`src/rtl/npc_mem_pkg.sv`:
```
// Shared types for the NPC memory-port arbiter: FSM state, transaction owner and default widths.
package npc_mem_pkg;

    localparam int unsigned AddrWDefault = 32;
    localparam int unsigned DataWDefault = 32;

    typedef enum logic [1:0] {
        StIdle,
        StReq,
        StResp
    } state_e;

    typedef enum logic {
        OwnIfu = 1'b0,
        OwnLsu = 1'b1
    } owner_e;

endpackage

```
`src/rtl/npc_mem_arbiter_if.sv`:
```
// Bundles the IFU, LSU and memory-side handshakes of the NPC memory arbiter.
interface npc_mem_arbiter_if
    import npc_mem_pkg::*;
#(
    parameter int unsigned ADDR_W = AddrWDefault,
    parameter int unsigned DATA_W = DataWDefault
) ();

    logic                  ifu_req_valid;
    logic                  ifu_req_ready;
    logic [ADDR_W-1:0]     ifu_addr;
    logic                  ifu_resp_valid;
    logic [DATA_W-1:0]     ifu_rdata;
    logic                  ifu_resp_err;

    logic                  lsu_req_valid;
    logic                  lsu_req_ready;
    logic [ADDR_W-1:0]     lsu_addr;
    logic                  lsu_wen;
    logic [DATA_W-1:0]     lsu_wdata;
    logic [DATA_W/8-1:0]   lsu_wmask;
    logic                  lsu_resp_valid;
    logic [DATA_W-1:0]     lsu_rdata;
    logic                  lsu_resp_err;

    logic                  mem_req_valid;
    logic                  mem_req_ready;
    logic [ADDR_W-1:0]     mem_addr;
    logic                  mem_wen;
    logic [DATA_W-1:0]     mem_wdata;
    logic [DATA_W/8-1:0]   mem_wmask;
    logic                  mem_resp_valid;
    logic [DATA_W-1:0]     mem_rdata;

    logic                  busy;

    modport slave (
        input  ifu_req_valid, ifu_addr,
        input  lsu_req_valid, lsu_addr, lsu_wen, lsu_wdata, lsu_wmask,
        input  mem_req_ready, mem_resp_valid, mem_rdata,
        output ifu_req_ready, ifu_resp_valid, ifu_rdata, ifu_resp_err,
        output lsu_req_ready, lsu_resp_valid, lsu_rdata, lsu_resp_err,
        output mem_req_valid, mem_addr, mem_wen, mem_wdata, mem_wmask,
        output busy
    );

    modport master (
        output ifu_req_valid, ifu_addr,
        output lsu_req_valid, lsu_addr, lsu_wen, lsu_wdata, lsu_wmask,
        output mem_req_ready, mem_resp_valid, mem_rdata,
        input  ifu_req_ready, ifu_resp_valid, ifu_rdata, ifu_resp_err,
        input  lsu_req_ready, lsu_resp_valid, lsu_rdata, lsu_resp_err,
        input  mem_req_valid, mem_addr, mem_wen, mem_wdata, mem_wmask,
        input  busy
    );

endinterface

```
`src/rtl/npc_rr_arb2.sv`:
```
// Two-input IFU/LSU grant logic, round-robin or fixed LSU priority, with its last-grant flop.
module npc_rr_arb2
    import npc_mem_pkg::*;
#(
    parameter bit LSU_PRIORITY = 1'b0
) (
    input  logic clk_i,
    input  logic rst_i,
    input  logic req_ifu_i,
    input  logic req_lsu_i,
    input  logic accept_i,
    output logic gnt_ifu_o,
    output logic gnt_lsu_o
);

    owner_e last_q;

    always_comb begin
        gnt_ifu_o = 1'b0;
        gnt_lsu_o = 1'b0;
        if (req_ifu_i && req_lsu_i) begin
            // On a tie the requester that did not win last time goes next.
            if (LSU_PRIORITY || (last_q == OwnIfu)) begin
                gnt_lsu_o = 1'b1;
            end else begin
                gnt_ifu_o = 1'b1;
            end
        end else begin
            gnt_ifu_o = req_ifu_i;
            gnt_lsu_o = req_lsu_i;
        end
    end

    always_ff @(posedge clk_i) begin
        if (rst_i) begin
            last_q <= OwnLsu;
        end else if (accept_i) begin
            last_q <= gnt_lsu_o ? OwnLsu : OwnIfu;
        end
    end

endmodule

```
`src/rtl/npc_mem_arbiter.sv`:
```
// Shares one NPC memory port between IFU and LSU: single outstanding transaction,
// registered memory request, response routing and a response watchdog.
module npc_mem_arbiter
    import npc_mem_pkg::*;
#(
    parameter int unsigned ADDR_W       = AddrWDefault,
    parameter int unsigned DATA_W       = DataWDefault,
    parameter bit          LSU_PRIORITY = 1'b0,
    parameter int unsigned TIMEOUT_CYC  = 255
) (
    input  logic               clk,
    input  logic               rst,
    npc_mem_arbiter_if.slave   bus
);

    localparam int unsigned WdogW = (TIMEOUT_CYC > 1) ? $clog2(TIMEOUT_CYC) : 1;
    localparam logic [WdogW-1:0] WdogLast = WdogW'((TIMEOUT_CYC == 0) ? 0 : TIMEOUT_CYC - 1);

    state_e              state_q;
    owner_e              owner_q;
    logic [WdogW-1:0]    wdog_q;

    logic                mem_req_valid_q;
    logic [ADDR_W-1:0]   mem_addr_q;
    logic                mem_wen_q;
    logic [DATA_W-1:0]   mem_wdata_q;
    logic [DATA_W/8-1:0] mem_wmask_q;

    logic                ifu_resp_valid_q, ifu_resp_err_q;
    logic [DATA_W-1:0]   ifu_rdata_q;
    logic                lsu_resp_valid_q, lsu_resp_err_q;
    logic [DATA_W-1:0]   lsu_rdata_q;

    logic gnt_ifu, gnt_lsu, idle, ifu_ready, lsu_ready, accept, timeout;

    assign idle      = (state_q == StIdle);
    assign ifu_ready = idle && gnt_ifu;
    assign lsu_ready = idle && gnt_lsu;
    assign accept    = ifu_ready || lsu_ready;
    assign timeout   = (TIMEOUT_CYC != 0) && (wdog_q == WdogLast);

    npc_rr_arb2 #(
        .LSU_PRIORITY (LSU_PRIORITY)
    ) u_arb (
        .clk_i     (clk),
        .rst_i     (rst),
        .req_ifu_i (bus.ifu_req_valid),
        .req_lsu_i (bus.lsu_req_valid),
        .accept_i  (accept),
        .gnt_ifu_o (gnt_ifu),
        .gnt_lsu_o (gnt_lsu)
    );

    always_ff @(posedge clk) begin
        if (rst) begin
            state_q          <= StIdle;
            owner_q          <= OwnIfu;
            wdog_q           <= '0;
            mem_req_valid_q  <= 1'b0;
            mem_addr_q       <= '0;
            mem_wen_q        <= 1'b0;
            mem_wdata_q      <= '0;
            mem_wmask_q      <= '0;
            ifu_resp_valid_q <= 1'b0;
            ifu_resp_err_q   <= 1'b0;
            ifu_rdata_q      <= '0;
            lsu_resp_valid_q <= 1'b0;
            lsu_resp_err_q   <= 1'b0;
            lsu_rdata_q      <= '0;
        end else begin
            ifu_resp_valid_q <= 1'b0;
            ifu_resp_err_q   <= 1'b0;
            ifu_rdata_q      <= '0;
            lsu_resp_valid_q <= 1'b0;
            lsu_resp_err_q   <= 1'b0;
            lsu_rdata_q      <= '0;
            unique case (state_q)
                StIdle: begin
                    if (accept) begin
                        state_q         <= StReq;
                        mem_req_valid_q <= 1'b1;
                        if (gnt_lsu) begin
                            owner_q     <= OwnLsu;
                            mem_addr_q  <= bus.lsu_addr;
                            mem_wen_q   <= bus.lsu_wen;
                            mem_wdata_q <= bus.lsu_wdata;
                            mem_wmask_q <= bus.lsu_wmask;
                        end else begin
                            owner_q     <= OwnIfu;
                            mem_addr_q  <= bus.ifu_addr;
                            mem_wen_q   <= 1'b0;
                            mem_wdata_q <= '0;
                            mem_wmask_q <= '0;
                        end
                    end
                end
                StReq: begin
                    if (bus.mem_req_ready) begin
                        state_q         <= StResp;
                        mem_req_valid_q <= 1'b0;
                        wdog_q          <= '0;
                    end
                end
                StResp: begin
                    wdog_q <= wdog_q + 1'b1;
                    // A real response beats a simultaneous timeout.
                    if (bus.mem_resp_valid) begin
                        state_q <= StIdle;
                        if (owner_q == OwnLsu) begin
                            lsu_resp_valid_q <= 1'b1;
                            lsu_rdata_q      <= mem_wen_q ? '0 : bus.mem_rdata;
                        end else begin
                            ifu_resp_valid_q <= 1'b1;
                            ifu_rdata_q      <= bus.mem_rdata;
                        end
                    end else if (timeout) begin
                        state_q <= StIdle;
                        if (owner_q == OwnLsu) begin
                            lsu_resp_valid_q <= 1'b1;
                            lsu_resp_err_q   <= 1'b1;
                        end else begin
                            ifu_resp_valid_q <= 1'b1;
                            ifu_resp_err_q   <= 1'b1;
                        end
                    end
                end
                default: state_q <= StIdle;
            endcase
        end
    end

    assign bus.ifu_req_ready  = ifu_ready;
    assign bus.lsu_req_ready  = lsu_ready;
    assign bus.ifu_resp_valid = ifu_resp_valid_q;
    assign bus.ifu_rdata      = ifu_rdata_q;
    assign bus.ifu_resp_err   = ifu_resp_err_q;
    assign bus.lsu_resp_valid = lsu_resp_valid_q;
    assign bus.lsu_rdata      = lsu_rdata_q;
    assign bus.lsu_resp_err   = lsu_resp_err_q;
    assign bus.mem_req_valid  = mem_req_valid_q;
    assign bus.mem_addr       = mem_addr_q;
    assign bus.mem_wen        = mem_wen_q;
    assign bus.mem_wdata      = mem_wdata_q;
    assign bus.mem_wmask      = mem_wmask_q;
    assign bus.busy           = !idle;

endmodule
```
`src/flat_wrapper.sv`:
```
// flat-port wrapper written by rule: the top's interface ports become plain ports
module npc_mem_arbiter_flat import npc_mem_pkg::*;
#(
    parameter int unsigned ADDR_W       = AddrWDefault,
    parameter int unsigned DATA_W       = DataWDefault,
    parameter bit          LSU_PRIORITY = 1'b0,
    parameter int unsigned TIMEOUT_CYC  = 255
)
  (clk, rst, bus_ifu_req_valid, bus_ifu_addr, bus_lsu_req_valid, bus_lsu_addr, bus_lsu_wen, bus_lsu_wdata, bus_lsu_wmask, bus_mem_req_ready, bus_mem_resp_valid, bus_mem_rdata, bus_ifu_req_ready, bus_ifu_resp_valid, bus_ifu_rdata, bus_ifu_resp_err, bus_lsu_req_ready, bus_lsu_resp_valid, bus_lsu_rdata, bus_lsu_resp_err, bus_mem_req_valid, bus_mem_addr, bus_mem_wen, bus_mem_wdata, bus_mem_wmask, bus_busy);
  npc_mem_arbiter_if #(.ADDR_W(ADDR_W), .DATA_W(DATA_W)) bus_i ();
  input  logic clk;
  input  logic rst;
  input wire logic [$bits(bus_i.ifu_req_valid)-1:0] bus_ifu_req_valid;
  input wire logic [$bits(bus_i.ifu_addr)-1:0] bus_ifu_addr;
  input wire logic [$bits(bus_i.lsu_req_valid)-1:0] bus_lsu_req_valid;
  input wire logic [$bits(bus_i.lsu_addr)-1:0] bus_lsu_addr;
  input wire logic [$bits(bus_i.lsu_wen)-1:0] bus_lsu_wen;
  input wire logic [$bits(bus_i.lsu_wdata)-1:0] bus_lsu_wdata;
  input wire logic [$bits(bus_i.lsu_wmask)-1:0] bus_lsu_wmask;
  input wire logic [$bits(bus_i.mem_req_ready)-1:0] bus_mem_req_ready;
  input wire logic [$bits(bus_i.mem_resp_valid)-1:0] bus_mem_resp_valid;
  input wire logic [$bits(bus_i.mem_rdata)-1:0] bus_mem_rdata;
  output wire logic [$bits(bus_i.ifu_req_ready)-1:0] bus_ifu_req_ready;
  output wire logic [$bits(bus_i.ifu_resp_valid)-1:0] bus_ifu_resp_valid;
  output wire logic [$bits(bus_i.ifu_rdata)-1:0] bus_ifu_rdata;
  output wire logic [$bits(bus_i.ifu_resp_err)-1:0] bus_ifu_resp_err;
  output wire logic [$bits(bus_i.lsu_req_ready)-1:0] bus_lsu_req_ready;
  output wire logic [$bits(bus_i.lsu_resp_valid)-1:0] bus_lsu_resp_valid;
  output wire logic [$bits(bus_i.lsu_rdata)-1:0] bus_lsu_rdata;
  output wire logic [$bits(bus_i.lsu_resp_err)-1:0] bus_lsu_resp_err;
  output wire logic [$bits(bus_i.mem_req_valid)-1:0] bus_mem_req_valid;
  output wire logic [$bits(bus_i.mem_addr)-1:0] bus_mem_addr;
  output wire logic [$bits(bus_i.mem_wen)-1:0] bus_mem_wen;
  output wire logic [$bits(bus_i.mem_wdata)-1:0] bus_mem_wdata;
  output wire logic [$bits(bus_i.mem_wmask)-1:0] bus_mem_wmask;
  output wire logic [$bits(bus_i.busy)-1:0] bus_busy;
  assign bus_i.ifu_req_valid = bus_ifu_req_valid;
  assign bus_i.ifu_addr = bus_ifu_addr;
  assign bus_i.lsu_req_valid = bus_lsu_req_valid;
  assign bus_i.lsu_addr = bus_lsu_addr;
  assign bus_i.lsu_wen = bus_lsu_wen;
  assign bus_i.lsu_wdata = bus_lsu_wdata;
  assign bus_i.lsu_wmask = bus_lsu_wmask;
  assign bus_i.mem_req_ready = bus_mem_req_ready;
  assign bus_i.mem_resp_valid = bus_mem_resp_valid;
  assign bus_i.mem_rdata = bus_mem_rdata;
  assign bus_ifu_req_ready = bus_i.ifu_req_ready;
  assign bus_ifu_resp_valid = bus_i.ifu_resp_valid;
  assign bus_ifu_rdata = bus_i.ifu_rdata;
  assign bus_ifu_resp_err = bus_i.ifu_resp_err;
  assign bus_lsu_req_ready = bus_i.lsu_req_ready;
  assign bus_lsu_resp_valid = bus_i.lsu_resp_valid;
  assign bus_lsu_rdata = bus_i.lsu_rdata;
  assign bus_lsu_resp_err = bus_i.lsu_resp_err;
  assign bus_mem_req_valid = bus_i.mem_req_valid;
  assign bus_mem_addr = bus_i.mem_addr;
  assign bus_mem_wen = bus_i.mem_wen;
  assign bus_mem_wdata = bus_i.mem_wdata;
  assign bus_mem_wmask = bus_i.mem_wmask;
  assign bus_busy = bus_i.busy;
  npc_mem_arbiter #(.ADDR_W(ADDR_W), .DATA_W(DATA_W), .LSU_PRIORITY(LSU_PRIORITY), .TIMEOUT_CYC(TIMEOUT_CYC)) u_core (.clk(clk), .rst(rst), .bus(bus_i));
endmodule
```
`config.mk`:
```
export PLATFORM = sky130hd
export DESIGN_NAME = npc_mem_arbiter_flat
export DESIGN_NICKNAME = d
export VERILOG_FILES = /design/src/rtl/npc_mem_pkg.sv /design/src/rtl/npc_mem_arbiter_if.sv /design/src/rtl/npc_rr_arb2.sv /design/src/rtl/npc_mem_arbiter.sv /design/src/flat_wrapper.sv
export SDC_FILE = /design/constraint.sdc
export NUM_CORES = 1
export LEC_CHECK = 0
export ABC_CLOCK_PERIOD_IN_PS = 1200
export CAP_MARGIN = 20
export CELL_PAD_IN_SITES_DETAIL_PLACEMENT = 1
export CELL_PAD_IN_SITES_GLOBAL_PLACEMENT = 1
export CORE_MARGIN = 8
export CORE_UTILIZATION = 27
export CTS_BUF_LIST = sky130_fd_sc_hd__clkbuf_2 sky130_fd_sc_hd__clkbuf_4 sky130_fd_sc_hd__clkbuf_8
export DETAILED_ROUTE_END_ITERATION = 16
export HOLD_SLACK_MARGIN = 0.15
export PLACE_DENSITY_LB_ADDON = 0.1
export SETUP_SLACK_MARGIN = 0.02
export SLEW_MARGIN = 20
export SYNTH_ARGS = -nofsm -noshare
export SYNTH_HDL_FRONTEND = slang
export SYNTH_SLANG_ARGS = --single-unit
```
`constraint.sdc`:
```
create_clock -name clk -period 1.2 [get_ports clk]
set_input_delay 0.24 -clock clk [delete_from_list [all_inputs] [get_ports clk]]
set_output_delay 0.24 -clock clk [all_outputs]
set_load 0.005 [all_outputs]
```
=== Word-level counts from Yosys, hierarchy flattened ===
Index checks and enable logic that the tools add are counted.

* Add/sub/neg operators: 1
* Equality and inequality tests: 6
* Mux-type cells: 25
* Bitwise logic cells: 3
* Reductions and logical operators: 16

{| class="wikitable"
|+ Operators with widths
! kind !! number
|-
| two-way mux 32 bit || 2
|-
| case mux 8 bit (2 select lines) || 1
|-
| two-way mux 1 bit || 14
|-
| adder 8 x 1 -> 8 bit (second input constant) || 1
|-
| == test 8 bit (second input constant) || 1
|-
| two-way mux 2 bit || 4
|-
| two-way mux 8 bit || 1
|-
| case mux 2 bit (3 select lines) || 1
|-
| AND reduction 3 bit || 2
|-
| OR reduction 5 bit || 1
|-
| two-way mux 4 bit || 1
|-
| inequality test 2 bit (second input constant) || 2
|-
| AND reduction 2 bit || 2
|-
| nonzero test 2 bit || 2
|-
| OR reduction 4 bit || 1
|-
| logical AND 1 bit || 3
|-
| inequality test 3 x 2 -> 1 bit (second input constant) || 1
|-
| NOT 1 bit || 3
|-
| OR reduction 3 bit || 1
|-
| == test 2 x 1 -> 1 bit (second input constant) || 1
|-
| == test 2 bit (second input constant) || 1
|-
| zero test 2 bit || 1
|-
| case mux 1 bit (2 select lines) || 1
|-
| OR reduction 2 bit || 1
|-
| 2 further kinds || 2
|}

* Register bits: 150
* Input port bits: 139
* Output and inout port bits: 141

=== Depth between registers and ports, before layout ===
Gate-level depths: netlist of run 1.

* Word-level depth: 6
* Gate-level depth with buffers: 7

=== Hierarchy ===
From an unflattened synthesis of run 1, not the netlist that was laid out.

* Cell total of the unflattened synthesis: 537
* Area, all modules: 5,465.2 sq um

{| class="wikitable"
|+ Modules (own cells, without submodules)
! module !! times used !! cells each !! area each (sq um) !! seq. area each (sq um)
|-
| npc_mem_arbiter || 1 || 531 || 5,411.4 || 2,982.9
|-
| npc_rr_arb2 || 1 || 6 || 53.8 || 20.0
|}

=== Worst setup path before layout of run 1 ===
No wires, ideal clock.

* Path type: register to register
* Start: register u_core.state_q[1]
* End: register u_core.mem_addr_q[10] (netlist: u_core.bus.mem_addr[10])
* Arrival: 1,190 ps
* Setup slack: -124 ps
* Cell stages (with the launch flop): 8
* Buffers on the path: 3
* Cells stage by stage: dfxtp_1 > buf_4 > nor2_2 > inv_2 > buf_2 > nor2_2 > buf_2 > a211oi_1

* Longest elaborated chain between the ends: 4
* Elaborated cells between the ends (all ways): 5

{| class="wikitable"
|+ Ends and longest elaborated chain
! element !! line !! source
|-
| from (decl) || npc_mem_arbiter.sv:19 || <nowiki>state_e state_q;</nowiki>
|-
| from (signal assigned) || npc_mem_arbiter.sv:56 || <nowiki>state_q <= StIdle;</nowiki>
|-
| from (signal assigned) || npc_mem_arbiter.sv:80 || <nowiki>state_q <= StReq;</nowiki>
|-
| from (signal assigned) || npc_mem_arbiter.sv:99 || <nowiki>state_q <= StResp;</nowiki>
|-
| zero test 2 bit (*) || npc_mem_arbiter.sv:36, npc_mem_arbiter.sv:77 ||
|-
| logical AND 1 bit (on tied branches) || npc_mem_arbiter.sv:37, npc_mem_arbiter.sv:38 ||
|-
| logical OR 1 bit || npc_mem_arbiter.sv:39 || <nowiki>assign accept = ifu_ready || lsu_ready;</nowiki>
|-
| AND reduction 2 bit (no source line) (*) || n/a ||
|-
| to (signal assigned) || npc_mem_arbiter.sv:84 || <nowiki>mem_addr_q <= bus.lsu_addr;</nowiki>
|-
| to (signal assigned) || npc_mem_arbiter.sv:90 || <nowiki>mem_addr_q <= bus.ifu_addr;</nowiki>
|-
| to (decl) || npc_mem_arbiter.sv:24 || <nowiki>logic [ADDR_W-1:0] mem_addr_q;</nowiki>
|}

Mark *: on every way between the ends. The rest lies on a longest branch, timed or not.
A chain may end at the register's enable or synchronous reset.

=== Final worst setup path of run 1 ===
* Start: register u_core.state_q[0]
* End: output port bus_ifu_req_ready

* Longest elaborated chain between the ends: 2

{| class="wikitable"
|+ Ends and longest elaborated chain
! element !! line !! source
|-
| zero test 2 bit || npc_mem_arbiter.sv:36 || <nowiki>assign idle = (state_q == StIdle);</nowiki>
|-
| logical AND 1 bit || npc_mem_arbiter.sv:37 || <nowiki>assign ifu_ready = idle && gnt_ifu;</nowiki>
|-
| to (decl) || flat_wrapper.sv:23 || <nowiki>output wire logic [$bits(bus_i.ifu_req_ready)-1:0] bus_ifu_req_ready;</nowiki>
|}

Every way passes these cells.

==> reports/metrics.cfg, run 1 <==
[pwr]
pwr_density_cell_nw_per_um2=1220
leakagePower_uw=0.00429
ir_worst_vdd_uv=676

[global_routing]
grt_pass1_vias=5937
grt_pass1_wl_um=35000
grt_usage_pct=18.4
grt_max_degree=40
grt_overflow_total=0
antenna_found_initial=2

[placement]
place_area_um2=8670
place_ws_ns=-0.854
routabilityCongestion=0.786
port_buffers=279
dp_hpwl_um=15800

[logic_synthesis]
synth_top_area_share_pct=55.6
ys_ff_latch=150
syn_area_um2=5400
avgSynthCellArea_um2=10.0
yosys.area.top_type=dfxtp_1
yosysWarnings=0
syn_inst=538
ys_seq_area_share_pct=55.6
ys_async_sr_fraction_pct=0
synth.most_common_cell=dfxtp_1
synth_edf_count=0
synth_cell_type_count=44
synthFlopType=dfxtp_1
synthTopCellsByCount=dfxtp_1, a21oi_1, and2_1, nand3_1
synth_area_leaders=dfxtp_1, and2_1, a21oi_1
syn_nets=679

[route]
drtIter0Drc=172
drc=0
wl_per_cell_um=21.0
dr.pass1.iters=4
routed_via_density=4.69
wl_um=24600
vias=5487
ant_nets=0

[clock_tree]
cts_sinks=150
cts_tree=done
clock_path_buffers=2
cts_root_buf=clkbuf_8
clkSlewWorstSetupHoldPaths_ns=0.08
cts-htree-levels=4
cts_buffers=17
holdBufCountCts=0
clock_latency_ns=0.46

[sta]
whs_ns=0.273
setup_ws_ns=-0.484
setup_tns_ns=-41.49
rsz0062_at_grt=yes
worst_pin_slew_ns=0.343
setup-violations-final=150
finClkSkew_ns=0.0153
post-route-min-period_ns=1.68
clock.fmax_mhz=594
hold_viol_final=0
slew_headroom_pct=77.2
maxSlewViolCount=0
fin_crit_sh_pct=140

[run]
maxCapViolations=0

[final_layout]
synthToLayoutAreaGrowth_pct=91.6
fin_nets=1033
final_area_um2=10400
layout-drive-gt1-share_pct=51.0

[run_status]
violations=setup timing
status=finished with violations

[die]
rows=51
fp.coreArea_um2=19500
die_width_um=157
die_area_um2=24800
die_h_um=157
start_util_pct=27.7
io_pins=280

[critical_path]
worst_setup_path_end_kind=output pin
worstPathArrival_ns=1.44
crit_required_ns=0.96
start_kind=register
crit_fanout=2
path_class=register to output pin

[min_path]
min_path_type=primary input to register

area by class of cell:
type / instances / area [µm²]
multi-input cells: 336 / 2520
flip-flops and latches: 150 / 3130
clock inverters: 15 / 211
fillers: 2126 / 9170
diodes: 1 / 2.50
well taps: 265 / 332
inverters: 5 / 21.3
repair buffers: 382 / 3900
clock buffers: 17 / 234
worst paths after layout:
check | slack (ns) | to | from | depth (start not counted)
setup / recovery | -0.48 | bus_ifu_req_ready | u_core.state_q[0] | 3
hold / removal | 0.27 | u_core.bus.ifu_resp_valid | rst | 4
setup reg to reg | -0.36 | u_core.bus.mem_wmask[3] | u_core.state_q[1] | 9
hold reg to reg | 0.46 | u_core.bus.mem_wdata[28] | u_core.bus.mem_wdata[28] | 2
critical path: stages (launching register included):
cell and delay [ns]:
dfxtp_2 0.35, or3b_4 0.41, a21oi_2 0.12, buf_2 0.12
metal layers:
metal	GRT usage (%)	wire, µm
met5	0	13
met4	5.80	437
met3	7.07	1930
met2	32.7	12500
met1	19.7	9740
cell families (layout without fill, tap and decap cells):
kind of cell    Yosys count  after routing  share of synthesized area [%]
mux                      32             32                           5.93
compound gates          158            158                           16.7
other cells               0              1                              0
fa+ha+maj                 2              2                          0.463
simple gates            142            143                           16.3
buf+inv                  53            419                           4.89
xor+xnor                  1              1                          0.162
flops                   150            150                           55.6
cell usage in the layout (no fill, tap or decap), types with 3 or more instances in the layout:
master,instances
clkbuf_8,17
a211oi_1,23
nand3b_1,3
o21ai_2,20
buf_8,5
mux2i_4,3
buf_2,68
o21ai_1,15
clkdlybuf4s50_1,136
clkbuf_16,6
a21oi_2,12
dfxtp_1,51
a21oi_1,66
and2_4,16
a211oi_2,9
nor2_4,4
buf_16,8
inv_6,5
nand3_1,40
buf_6,99
or3_1,3
inv_1,4
dfxtp_2,98
bufinv_16,3
and2_1,49
buf_12,15
nor2_1,6
mux2i_1,25
buf_4,44
o211ai_1,3
mux2i_2,4
metrics by stage:
| stage | util (%) | instances | total power [µW] |
|---|---|---|---|
| floorplan | - | 538 | 6220 |
| global placement | 44.4 | 1074 | 7380 |
| detailed placement | 44.4 | 1074 | 7430 |
| CTS | 48.4 | 1139 | 12300 |
| global route | 53.0 | 1171 | 13200 |
| finish | 53.0 | 1171 | 12600 |
registers in the layout, summed over array words and instances, names as in the netlist, 2 cells and up:
signal	flops
u_core.bus.mem_addr	32
u_core.state_q	2
u_core.bus.mem_wdata	32
u_core.bus.lsu_rdata	32
u_core.bus.ifu_rdata	32
u_core.bus.mem_wmask	4
u_core.wdog_q	8
where the power goes:
part	total (µW)	internal, µW	switching, µW
Combinational	2840	1670	1160
Sequential	5400	5240	161
Clock	4380	2150	2230
Total	12600	9070	3550
repair_timing:
item                       CTS  global route
pin swaps                   27            25
cloned                      10             8
gates resized for setup    780           137
setup endpoints to repair  290           240
buffers inserted            23            27
Power figures use the tool's default switching activity.
==> run 2: changes to the inputs <==
--- a/config.mk
+++ b/config.mk
@@ -14,7 +14,7 @@
 export CTS_BUF_LIST = sky130_fd_sc_hd__clkbuf_2 sky130_fd_sc_hd__clkbuf_4 sky130_fd_sc_hd__clkbuf_8
 export DETAILED_ROUTE_END_ITERATION = 16
 export HOLD_SLACK_MARGIN = 0.15
-export PLACE_DENSITY_LB_ADDON = 0.1
+export PLACE_DENSITY_LB_ADDON = 0.2
 export SETUP_SLACK_MARGIN = 0.02
 export SLEW_MARGIN = 20
 export SYNTH_ARGS = -nofsm -noshare
==> reports/metrics.cfg, run 2 (synthesis gave the netlist of run 1 again) <==
[sta]
rsz0062_at_grt=yes
hold_viol_final=0  ; unchanged
maxSlewViolCount=0  ; unchanged
worst_pin_slew_ns=0.604  ; +0.261 ns
fin_crit_sh_pct=139  ; -0.87 points
setup-violations-final=145  ; -3.3%
post-route-min-period_ns=1.67  ; -0.0104 ns
slew_headroom_pct=59.7  ; -17 points
finClkSkew_ns=0.0161  ; +0.000719 ns
clock.fmax_mhz=597  ; +0.62%
setup_ws_ns=-0.474  ; +0.0104 ns

[clock_tree]
holdBufCountCts=0  ; unchanged
cts_root_buf=clkbuf_8
cts_buffers=17  ; unchanged
cts_tree=done
cts_sinks=150  ; unchanged
clkSlewWorstSetupHoldPaths_ns=0.09  ; about the same
clock_path_buffers=2  ; unchanged
cts-htree-levels=4  ; unchanged
clock_latency_ns=0.46  ; about the same

[critical_path]
worstPathArrival_ns=1.43  ; about the same
ff2ff_path_depth=4  ; -5
worst_setup_path_end_kind=output pin
path_class=register to output pin
crit_required_ns=0.96  ; about the same
regToRegSetupSlack_ns=-0.28  ; +0.08 ns
reg2reg_to=u_core.wdog_q[7]
timing.rr.start=u_core.state_q[0]
start_kind=register
crit_fanout=3  ; +1

[die]
die_width_um=157  ; unchanged
io_pins=280  ; unchanged
fp.coreArea_um2=19500  ; unchanged
die_h_um=157  ; unchanged
rows=51  ; unchanged
start_util_pct=27.7  ; unchanged
die_area_um2=24800  ; unchanged

[route]
drtIter0Drc=168  ; -2.3%
drc=0  ; unchanged
ant_nets=0  ; unchanged
dr.pass1.iters=4  ; unchanged
vias=5402  ; -1.5%
routed_via_density=4.72  ; +0.77%
wl_um=24300  ; -1.3%
wl_per_cell_um=21.2  ; +1.1%

[final_layout]
multiInputGateArea_um2=2560  ; +1.2%
layout_commonest_cell=clkdlybuf4s50_1
layout-drive-gt1-share_pct=50.1  ; -0.94 points
final_area_um2=9820  ; -5.2%
final_cell_count_no_fill=1144  ; -2.3%
seqCellArea_um2=3140  ; +0.44%
final_cell_mix=clkdlybuf4s50_1, buf_2, dfxtp_2
synthToLayoutAreaGrowth_pct=81.6
nFillCells=2162  ; +1.7%
fin_nets=1006  ; -2.6%

[run_status]
status=finished with violations
violations=setup timing

[global_routing]
grt_pass1_vias=5887  ; -0.84%
grt_usage_pct=17.9  ; -0.47 points
antenna_found_initial=2  ; unchanged
grt_pass1_wl_um=34000  ; -3.0%
grt_max_degree=45  ; +13%
grt_overflow_total=0  ; unchanged

[pwr]
p_total_uw=11900  ; -5.6%
pwr_density_cell_nw_per_um2=1210  ; -0.38%
leakagePower_uw=0.00405  ; -5.8%
ir_worst_vdd_uv=714  ; +5.5%

[run]
maxCapViolations=0  ; unchanged

[placement]
dp_hpwl_um=16000  ; +0.81%
port_buffers=279  ; unchanged
place_area_um2=8640  ; -0.35%
routabilityCongestion=0.761  ; -3.1%
dp.cells=1070  ; -0.37%

[min_path]
hold-path-endpoint=u_core.bus.ifu_resp_err
min_path_type=primary input to register
hold_start=rst
hold_depth=4  ; unchanged

run 2: per-stage QoR:
| stage | hold WS (ns) | setup WS (ns) | setup TNS [ns] | utilization (%) |
|---|---|---|---|---|
| after detailed placement | 0.472 | -0.781 | -63.59 | 44.2 |
| final | 0.238 | -0.474 | -25.22 | 50.3 |
| after floorplan | 0.319 | -0.0383 | -0.0772 | - |
| after global placement | 0.461 | -0.786 | -58.17 | 44.2 |
| after CTS | 0.243 | -0.506 | -19.83 | 46.5 |
| after global routing | 0.233 | -0.517 | -32.50 | 50.3 |
run 2: cell type report:
cell class                      count  share of cell area [%]
Inverter                            5                   0.242
Clock buffer                       17                    2.38
Timing Repair Buffer              355                    34.3
Sequential cell                   150                    32.0
Multi-Input combinational cell    336                    26.0
Tap cell                          265                    3.38
Clock inverter                     15                    1.64
Antenna cell                        1                  0.0255
run 2: timing repair:
| item | CTS | global route |
|---|---|---|
| gates resized for setup | 736 | 107 |
| buffers inserted | 17 | 11 |
| setup endpoints to repair | 290 | 223 |
| gates cloned | 7 | 9 |
| pin swaps | 20 | 23 |
run 2: how the worst max path moves through the flow:
stage                            startpoint                end  slack, ns  cells after the start
final                     u_core.state_q[0]  bus_ifu_req_ready      -0.47                      3
after floorplan           u_core.state_q[0]   u_core.wdog_q[7]      -0.04                      4
after global placement    bus_ifu_req_valid  bus_ifu_req_ready      -0.79                      4
after global routing      u_core.state_q[0]  bus_ifu_req_ready      -0.52                      3
after detailed placement  bus_ifu_req_valid  bus_ifu_req_ready      -0.78                      4
after CTS                 u_core.state_q[0]  bus_ifu_req_ready      -0.51                      3
run 2: critical path, cell delays in order, from the launching register on:
cell and delay (ns):
dfxtp_2 0.36, or3b_4 0.41, a21oi_2 0.11, buf_2 0.12
run 2: metal layers:
layer  vias up  track usage [%]  wire [µm]
met1      2603             18.8       9220
li1       2559                -          -
met4         2             6.35        514
met2       208             31.1      12200
met3        30             8.09       2390
met5         -                0         13
run 2: report_power, final:
| group | internal [µW] | switching (µW) | leakage (µW) | total [µW] |
|---|---|---|---|---|
| clock | 1720 | 2210 | 0.000191 | 3930 |
| combinational | 1470 | 1130 | 0.00259 | 2600 |
| sequential | 5240 | 143 | 0.00127 | 5380 |
| total | 8430 | 3480 | 0.00405 | 11900 |
